## src/rtl/alu_pkg.sv

```systemverilog
// Shared ALU definitions: op code constants and the default operand width.
package alu_pkg;

  localparam int DATA_W_DEF = 32;

  typedef enum logic [2:0] {
    OP_ADD = 3'b000,
    OP_SUB = 3'b001,
    OP_AND = 3'b010,
    OP_NOR = 3'b011,
    OP_OR  = 3'b100
  } alu_op_e;

endpackage

```

## src/rtl/alu_arbiter_alu.sv

```systemverilog
// Shared combinational ALU: add/sub/and/or/nor with a zero flag.
module alu_arbiter_alu
  import alu_pkg::*;
#(
  parameter int DATA_W = DATA_W_DEF
) (
  input  logic [DATA_W-1:0] a_i,
  input  logic [DATA_W-1:0] b_i,
  input  logic [2:0]        op_i,
  output logic [DATA_W-1:0] result_o,
  output logic              zero_o
);

  always_comb begin
    result_o = '0;
    case (op_i)
      OP_ADD:  result_o = a_i + b_i;
      OP_SUB:  result_o = a_i - b_i;
      OP_AND:  result_o = a_i & b_i;
      OP_OR:   result_o = a_i | b_i;
      OP_NOR:  result_o = ~(a_i | b_i);
      default: result_o = '0;
    endcase
  end

  assign zero_o = (result_o == '0);

endmodule

```

## src/rtl/alu_arbiter.sv

```systemverilog
// Two-requester arbiter in front of one shared ALU with a single-entry response buffer.
// Define ALU_ARB_FIXED_PRIO_EN for fixed priority (requester 0 wins); default is round-robin.
module alu_arbiter
  import alu_pkg::*;
#(
  parameter int DATA_W = DATA_W_DEF
) (
  input  logic              clk,
  input  logic              rst_n,
  input  logic              req0_valid,
  output logic              req0_ready,
  input  logic [DATA_W-1:0] req0_a,
  input  logic [DATA_W-1:0] req0_b,
  input  logic [2:0]        req0_op,
  input  logic              req1_valid,
  output logic              req1_ready,
  input  logic [DATA_W-1:0] req1_a,
  input  logic [DATA_W-1:0] req1_b,
  input  logic [2:0]        req1_op,
  output logic              rsp_valid,
  input  logic              rsp_ready,
  output logic              rsp_id,
  output logic [DATA_W-1:0] rsp_result,
  output logic              rsp_zero
);

  // Handshake: a transfer happens on a rising edge where valid and ready are
  // both high; valid never depends on ready, and an offered response holds
  // all its fields stable until it is taken.
  logic              buf_free;
  logic              pick1;
  logic              grant0;
  logic              grant1;
  logic [DATA_W-1:0] alu_a;
  logic [DATA_W-1:0] alu_b;
  logic [2:0]        alu_op;
  logic [DATA_W-1:0] alu_result;
  logic              alu_zero;

  logic              rsp_valid_q;
  logic              rsp_id_q;
  logic [DATA_W-1:0] rsp_result_q;
  logic              rsp_zero_q;

  // Draining and refilling in the same cycle keeps one op per cycle.
  assign buf_free = !rsp_valid_q || rsp_ready;

`ifdef ALU_ARB_FIXED_PRIO_EN
  assign pick1 = !req0_valid;
`else
  logic rr_q;
  logic rr_d;

  assign pick1 = !req0_valid || (req1_valid && rr_q);

  always_comb begin
    rr_d = rr_q;
    if (grant0)      rr_d = 1'b1;
    else if (grant1) rr_d = 1'b0;
  end

  always_ff @(posedge clk or negedge rst_n) begin
    if (!rst_n) rr_q <= 1'b0;
    else        rr_q <= rr_d;
  end
`endif

  assign grant0     = buf_free && req0_valid && !pick1;
  assign grant1     = buf_free && req1_valid && pick1;
  assign req0_ready = grant0;
  assign req1_ready = grant1;

  assign alu_a  = pick1 ? req1_a  : req0_a;
  assign alu_b  = pick1 ? req1_b  : req0_b;
  assign alu_op = pick1 ? req1_op : req0_op;

  alu_arbiter_alu #(
    .DATA_W(DATA_W)
  ) u_alu (
    .a_i      (alu_a),
    .b_i      (alu_b),
    .op_i     (alu_op),
    .result_o (alu_result),
    .zero_o   (alu_zero)
  );

  // Payload keeps its last value after a drain; only valid drops.
  always_ff @(posedge clk or negedge rst_n) begin
    if (!rst_n) begin
      rsp_valid_q  <= 1'b0;
      rsp_id_q     <= 1'b0;
      rsp_result_q <= '0;
      rsp_zero_q   <= 1'b0;
    end else if (grant0 || grant1) begin
      rsp_valid_q  <= 1'b1;
      rsp_id_q     <= pick1;
      rsp_result_q <= alu_result;
      rsp_zero_q   <= alu_zero;
    end else if (rsp_ready) begin
      rsp_valid_q  <= 1'b0;
    end
  end

  assign rsp_valid  = rsp_valid_q;
  assign rsp_id     = rsp_id_q;
  assign rsp_result = rsp_result_q;
  assign rsp_zero   = rsp_zero_q;

endmodule

```

## config.mk

```make
export PLATFORM = sky130hd
export DESIGN_NAME = alu_arbiter
export DESIGN_NICKNAME = d
export VERILOG_FILES = /design/src/rtl/alu_pkg.sv /design/src/rtl/alu_arbiter_alu.sv /design/src/rtl/alu_arbiter.sv
export SDC_FILE = /design/constraint.sdc
export NUM_CORES = 1
export LEC_CHECK = 0
export CAP_MARGIN = 10
export CORE_ASPECT_RATIO = 1.1
export CORE_MARGIN = 3
export CORE_UTILIZATION = 55
export DETAILED_ROUTE_END_ITERATION = 8
export DONT_BUFFER_PORTS = 1
export GPL_TIMING_DRIVEN = 0
export PLACE_DENSITY = 0.79
export SYNTH_ARGS = -nofsm -noshare
export SYNTH_HDL_FRONTEND = slang
export SYNTH_SLANG_ARGS = --single-unit
```

## constraint.sdc

```tcl
create_clock -name clk -period 5.9 [get_ports clk]
set_input_delay 0.885 -clock clk [delete_from_list [all_inputs] [get_ports clk]]
set_output_delay 0.885 -clock clk [all_outputs]
set_load 0.01 [all_outputs]
```

==> results of run 1 <==
[cells by family (layout without fill, tap and decap cells)]
kind of cell               after synthesis  count (layout)  synth area share [%]
adders and majority gates               34              34                  6.88
DFF                                     36              36                  14.3
muxes                                   79              79                  12.9
xor gates and xnor gates                42              42                  5.85
AOI/OAI and AO/OA                      271             271                  28.6
buffers and inverters                   91              91                  6.50
and+or+nand+nor                        322             322                  25.0
[routing by layer]
metal  vias up  track usage (%)  routed length [um]
met1      3367             50.0                9620
met2       497             55.9               10600
met4         0             16.1                1060
met5         -                0                   0
li1       3263                -                   -
met3        85             6.28                2940
[report_power, final]
part	leakage (uW)	internal [uW]	switching [uW]
clock network	0.0000667	153	89.7
registers	0.000453	314	79.0
logic	0.00225	445	756
[synthesized netlist by cell type, drive strengths merged, types with 5 or more instances]
cell type and instances:
and2 5, buf 18, a211oi 14, nand3 39
xor2 25, nor3b 5, mux2i 70, or3 8
nor4 7, a21o 15, clkbuf 35, a21boi 5
nand4 13, a21oi 63, mux2 9, o211ai 6
nor2 51, nor3 26, o2111ai 5, o21ai 66
dfrtp 36, o221ai 12, xnor2 17, a31oi 21
nand2b 10, nand2 114, or4 5, a221oi 5
ha 33, nor2b 11, inv 38, and3 8
o21a 11, nand3b 9
[worst max-delay path, delay by kind of cell]
kind            cells  cell delay [ns]
fa+ha+maj           1             0.35
xor+xnor            1             0.20
simple gates        5             1.06
compound gates      9             2.25
buf+inv             5             1.12
[state kept, by name, summed over array words and instances, names as in the netlist]
name,count
rsp_result,32
rr_q,1
rsp_id,1
rsp_valid,1
rsp_zero,1
[worst paths after layout]
check | startpoint | to | slack, ns | cells after the start
min | rst_n | rsp_result[25] | 0.30 | 0
max | req0_valid | rsp_zero | 0.21 | 21
max reg2reg | rr_q | rsp_zero | 0.37 | 21
min in group clk | rsp_result[22] | rsp_result[22] | 0.54 | 2
min reg2reg | rsp_result[22] | rsp_result[22] | 0.54 | 2
max in group asynchronous | rst_n | rr_q | 5.51 | 0
[through the flow]
step                      worst slack [ns]  util, %  setup TNS, ns  instances  hold slack (ns)
after floorplan                      0.506        -              0        875            0.481
after global placement               -1.30     58.5          -8.85       1022            0.503
after detailed placement             -1.33     58.5          -9.30       1022            0.535
after CTS                         0.000466     60.3              0       1027            0.298
after global routing               0.00654     61.4              0       1022            0.293
final                                0.209     61.4              0       1022            0.300
[final cells by class]
class,count,share of cell area (%)
Clock buffer,6,1.90
Timing Repair Buffer,2,0.221
Multi-Input combinational cell,748,76.0
Tap cell,147,2.71
Buffer,44,3.76
Clock inverter,1,0.0737
Inverter,38,2.10
Sequential cell,36,13.3
[timing repair]
item                                    4_1_cts  5_1_grt
endpoints found under the setup margin       15        2
pin swaps                                     1        4
resized for setup                            21       30
setup buffers                                 0        2
==> summary.txt, run 1 <==
Final layout
  • Commonest non-fill, non-tap cells in the layout: 114 x nand2_1, 68 x mux2i_1, 61 x o21ai_0
  • ANT cells: 0
  • Register Area: 901 um^2
  • Layout area overhead: 7.92%
  • Fillers: between 1000 and 1500
  • Nets: 1048
  • Share of layout cells above drive strength 1: 8.57%
  • Multi-input gate area: 0.00516 mm^2
  • Final Cell Area: 0.00679 mm^2
  • Commonest non-fill, non-tap cell in the layout: nand2_1

Synth
  • Mapped Cells: 875
  • Ranking of synthesized cells by area: dfrtp_1 14%, mux2i_1 11%, nand2_1 6.8%, ha_1 6.6%, a21oi_1 5.0%
  • Synth unique cells: 79
  • Primary FF master, synth: dfrtp_1
  • Synth top area share: 14.3%
  • Post-synth EDFFs: 0
  • Mapped Nets: 1048
  • Warnings, synthesis: 0
  • Synth Register Bits: 36
  • Sequential fraction of the synthesis area: roughly 14%
  • Mean Syn Cell Area: 7.19 um^2
  • Post-synth ARST share: 100%
  • Post-Syn Area: 0.00629 mm^2
  • Area leader, netlist: dfrtp_1

Global route
  • Tot GR Track Use: 36.5%
  • GR Overflow Total: 0
  • First-pass GRT wire length: 36700 um
  • Vias in the first global route: about 6800
  • Largest net degree at the start of global routing: 37
  • Initial antenna violation count: 0

Die
  • Rows: 40
  • Die Span X: 108 um
  • Core area: 0.0111 mm^2
  • I/O pin count: 176
  • Chip height: between 100 and 150 um
  • Die area: 0.0128 mm^2
  • Initial Util: 56.9%

Timing
  • Fmax: about 180 MHz
  • Endpoints failing hold: 0
  • RSZ-0062 raised after global routing: no
  • Final-report setup violation count: 0
  • Worst-Margin Slew: 0.989 ns
  • Post-layout min period: 5.69 ns
  • Final Cycle Share: ~96%
  • Final Max Slew Viols: 0
  • Max Clock Skew: roughly 0.004 ns
  • Slew margin rel.: 32.2%

Clock network
  • H-tree Lvls: 2
  • Num CTS Buffers: 5
  • Hold-fix buffers, CTS: 0
  • Clock Tree Root: clkbuf_16
  • Clk slew on worst S/H paths: around 0.050 ns
  • Clock Latency Late Sink: 0.28 ns
  • CTS Buffer Depth: 2
  • TritonCTS clock tree: built
  • CTS Sinks: 36

Place
  • I/O Buffers: 0
  • Dpl hpwl: ~19000 um
  • GP Congestion: 1.02
  • Post-Place Cell Area: 0.00647 mm^2

Detailed routing
  • Pre-antenna DRT Iters: 5
  • DR vias: 7212
  • WL final: 24200 um
  • Antenna Nets Post-Route: 0
  • Via density: 7.06
  • DR iter-0 viols: approximately 790
  • DRC Markers: 0
  • Per-cell routed wire length: between 20 and 25 um

Power
  • Power Density: 271 mW/mm^2
  • Peak supply drop: 0.000174 V
  • Pleak: 0.00277 uW
  • Power consumption: 1840 uW

Worst setup path
  • CP required: slightly above 6 ns
  • CP arrival: approximately 5.9 ns
  • Startpoint types: input port
  • CP max FO: 10
  • CP peak stage delay: 0.38 ns
  • CP max-delay cell: a211oi_2
  • CP endpoint kind: register
  • Critical path class: in -> reg
  • Crit path cell chain: a21bo_1 -> buf_6 -> buf_6 -> o31a_1 -> clkbuf_2 -> clkbuf_4 -> nor2_2 -> buf_4 -> a21oi_1 -> xor2_1 -> ha_1 -> nor2b_1 -> o31a_1 -> o21ai_2 -> o21ai_0 -> o2111a_1 -> a211oi_2 -> nand4_1 -> nor4_2 -> nand4_1 -> o41ai_2

Worst hold path
  • Hold Path Class: in -> async

Outcome
  • Status: complete, no violations

Job
  • Max-cap viol count: 0
(Power assumes the default switching activity.)
==> inputs of run 2 (changes only) <==
SETUP_SLACK_MARGIN = 0.3   (was not set)
==> run 2 against run 1 <==
Against the previous run: routed wire length rose by 2.6%; sequential share of layout area fell by 0.64 points; clock skew barely moved; via count rose by 1.4%; flip-flop and latch count did not move; clock-buffer cell count did not move; critical path type unchanged; largest power group unchanged.
==> summary.txt, run 2 (synthesis results as in run 1) <==
Global route
  • Largest net degree at the start of global routing: 37 (unchanged)
  • Vias in the first global route: 6838 (was 6784)
  • GR Overflow Total: 0 (unchanged)
  • First-pass GRT wire length: 37000 um (was 36700 um)
  • Tot GR Track Use: 37.0% (was 36.5%)
  • Initial antenna violation count: 0 (unchanged)

Worst setup path
  • CP endpoint kind: register (unchanged)
  • Startpoint types: input port (unchanged)
  • CP max-delay cell: a221oi_4 (was a211oi_2)
  • CP required: 6.07 ns (was 6.08 ns)
  • Most frequent CP cell: buf_8
  • Critical path origin: req0_valid (unchanged)
  • CP arrival: 5.69 ns (was 5.87 ns)
  • CP max FO: 10 (unchanged)
  • Critical path class: in -> reg (unchanged)
  • Crit path cell chain: a21boi_1 -> buf_6 -> buf_8 -> buf_12 -> buf_8 -> buf_8 -> buf_8 -> nand2_1 -> nand2_1 -> inv_1 -> a21oi_1 -> xor2_1 -> ha_1 -> nor2b_2 -> o31a_1 -> a21oi_2 -> a31oi_1 -> xor2_1 -> a221oi_4 -> nand4_1 -> nor4_2 -> nand4_1 -> o41ai_2 (was a21bo_1 -> buf_6 -> buf_6 -> o31a_1 -> clkbuf_2 -> clkbuf_4 -> nor2_2 -> buf_4 -> a21oi_1 -> xor2_1 -> ha_1 -> nor2b_1 -> o31a_1 -> o21ai_2 -> o21ai_0 -> o2111a_1 -> a211oi_2 -> nand4_1 -> nor4_2 -> nand4_1 -> o41ai_2)
  • CP peak stage delay: 0.45 ns (was 0.38 ns)
  • R2R Path Start: rr_q (unchanged)

Clock network
  • Clock Latency Late Sink: 0.28 ns (about the same)
  • TritonCTS clock tree: built (unchanged)
  • CTS Buffer Depth: 2 (unchanged)
  • CTS Sinks: 36 (unchanged)
  • H-tree Lvls: 2 (unchanged)
  • Clock Tree Root: clkbuf_16 (unchanged)
  • Clk slew on worst S/H paths: 0.05 ns (about the same)
  • Num CTS Buffers: 5 (unchanged)
  • Hold-fix buffers, CTS: 0 (unchanged)

Power
  • Power consumption: 1910 uW (was 1840 uW)
  • Peak supply drop: 0.000170 V (was 0.000174 V)
  • P_int: 958 uW (was 912 uW)
  • Switch share: 49.9% (was 50.3%)
  • Clock power share: 12.6% (was 13.2%)
  • Switching Power: 956 uW (was 925 uW)
  • Pleak: 0.00292 uW (was 0.00277 uW)
  • Power Density: 268 mW/mm^2 (was 271 mW/mm^2)
  • Sequential share of power: 20.5% (was 21.4%)
  • Combinational Power Share: 66.8% (was 65.4%)

Place
  • Post-Place Cell Area: 0.00647 mm^2 (unchanged)
  • Dpl hpwl: 19200 um (unchanged)
  • Place WS: -1.33 ns (unchanged)
  • Cells after DPL: 1022 (unchanged)
  • I/O Buffers: 0 (unchanged)
  • GP Congestion: 1.02 (unchanged)

Timing
  • Slew margin rel.: 22.3% (was 32.2%)
  • RSZ-0062 raised after global routing: no (unchanged)
  • Final Cycle Share: 93.4% (was 96.5%)
  • Max Clock Skew: 0.00449 ns (was 0.00400 ns)
  • Post-layout min period: 5.51 ns (was 5.69 ns)
  • Tightest hold margin: 0.302 ns (was 0.300 ns)
  • Final Max Slew Viols: 0 (unchanged)
  • Final-report setup violation count: 0 (unchanged)
  • Fmax: 181 MHz (was 176 MHz)
  • Worst-Margin Slew: 1.15 ns (was 0.989 ns)
  • Final Worst Setup Slack: 0.389 ns (was 0.209 ns)
  • Endpoints failing hold: 0 (unchanged)

Final layout
  • Commonest non-fill, non-tap cell in the layout: nand2_1 (unchanged)
  • Post-Layout Cell Count: 1044 (was 1022)
  • Nets: 1070 (was 1048)
  • Max FFs per register: 32 (unchanged)
  • Final Cell Area: 0.00714 mm^2 (was 0.00679 mm^2)
  • Commonest non-fill, non-tap cells in the layout: 114 x nand2_1, 66 x mux2i_1, 60 x o21ai_0 (was 114 x nand2_1, 68 x mux2i_1, 61 x o21ai_0)
  • Share of layout cells above drive strength 1: 12.7% (was 8.57%)
  • Layout area overhead: 13.4% (was 7.92%)
  • ANT cells: 0 (unchanged)

Die
  • Core area: 0.0111 mm^2 (unchanged)
  • Chip height: 118 um (unchanged)
  • Initial Util: 56.9% (unchanged)
  • Die Span X: 108 um (unchanged)
  • Die area: 0.0128 mm^2 (unchanged)
  • Rows: 40 (unchanged)
  • I/O pin count: 176 (unchanged)

Job
  • Max-cap viol count: 0 (unchanged)

Detailed routing
  • Per-cell routed wire length: 23.8 um (was 23.7 um)
  • Antenna Nets Post-Route: 0 (unchanged)
  • WL final: 24800 um (was 24200 um)
  • Via density: 7.01 (was 7.06)
  • DRC Markers: 0 (unchanged)
  • DR vias: 7316 (was 7212)
  • DR iter-0 viols: 898 (was 787)
  • Pre-antenna DRT Iters: 5 (unchanged)

Worst hold path
  • Hold Path Class: in -> async (unchanged)

Outcome
  • Status: complete, no violations (unchanged)
-- run 2: changes by cell type in the layout (fill, tap and decap cells not counted), moves of 3 or more --
cell	previous run	this run
a21oi_1	60	56
a21oi_2	3	6
buf_4	9	18
buf_6	4	7
buf_8	2	6
clkbuf_2	1	7
-- run 2: what timing repair did --
| item | 4_1_cts | 5_1_grt |
|---|---|---|
| endpoints found under the setup margin | 22 | 5 |
| pin swaps | 6 | 15 |
| resized for setup | 48 | 65 |
| buffers inserted | 3 | 12 |
-- run 2: power groups by stage --
| stage | logic, uW | registers [uW] | clock network, uW |
|---|---|---|---|
| 6_report | 1280 | 393 | 242 |
| 5_1_grt | 1380 | 402 | 251 |
| 4_1_cts | 1170 | 394 | 244 |
| 3_5_place_dp | 1110 | 398 | 0 |
| 3_3_place_gp | 1100 | 394 | 0 |
| 2_1_floorplan | 838 | 382 | 0 |
-- run 2: worst paths after layout --
path | end | slack, ns | cells after the start
setup / recovery | rsp_zero | 0.39 | 23
hold / removal | rsp_result[25] | 0.30 | 0
setup reg to reg | rsp_zero | 0.56 | 23
hold reg to reg | rsp_result[22] | 0.54 | 2
max in group asynchronous | rsp_result[3] | 5.51 | 0
min in group clk | rsp_result[22] | 0.54 | 2
-- run 2: area by class of cell --
type | instances | area [um^2]
Clock inverter | 1 | 5.00
Buffer | 53 | 372
Inverter | 38 | 143
Clock buffer | 6 | 129
Sequential cell | 36 | 901
Tap cell | 147 | 184
Timing Repair Buffer | 15 | 125
Fill cell | 1040 | 3930
Multi-Input combinational cell | 748 | 5280
-- run 2: worst max-delay path: cells and delay by family --
family / cells / cell delay [ns]
buffers and inverters: 7 / 1.17
AOI/OAI and AO/OA: 7 / 1.80
xor gates and xnor gates: 2 / 0.38
adders and majority gates: 1 / 0.31
and+or+nand+nor: 6 / 1.12
-- run 2: per-layer routing --
metal / part of all wire (%) / GRT usage (%) / wire (um)
met1: 40 / 50.2 / 9870
met2: 44 / 56.7 / 11000
met3: 12 / 6.50 / 2880
met4: 4.4 / 17.0 / 1100
met5: 0 / 0 / 0
-- run 2: metrics by stage --
step / utilization (%) / TNS (ns)
5_1_grt: 64.5 / 0
3_5_place_dp: 58.5 / -9.30
2_1_floorplan: - / 0
6_report: 64.5 / 0
3_3_place_gp: 58.5 / -8.85
4_1_cts: 61.6 / 0
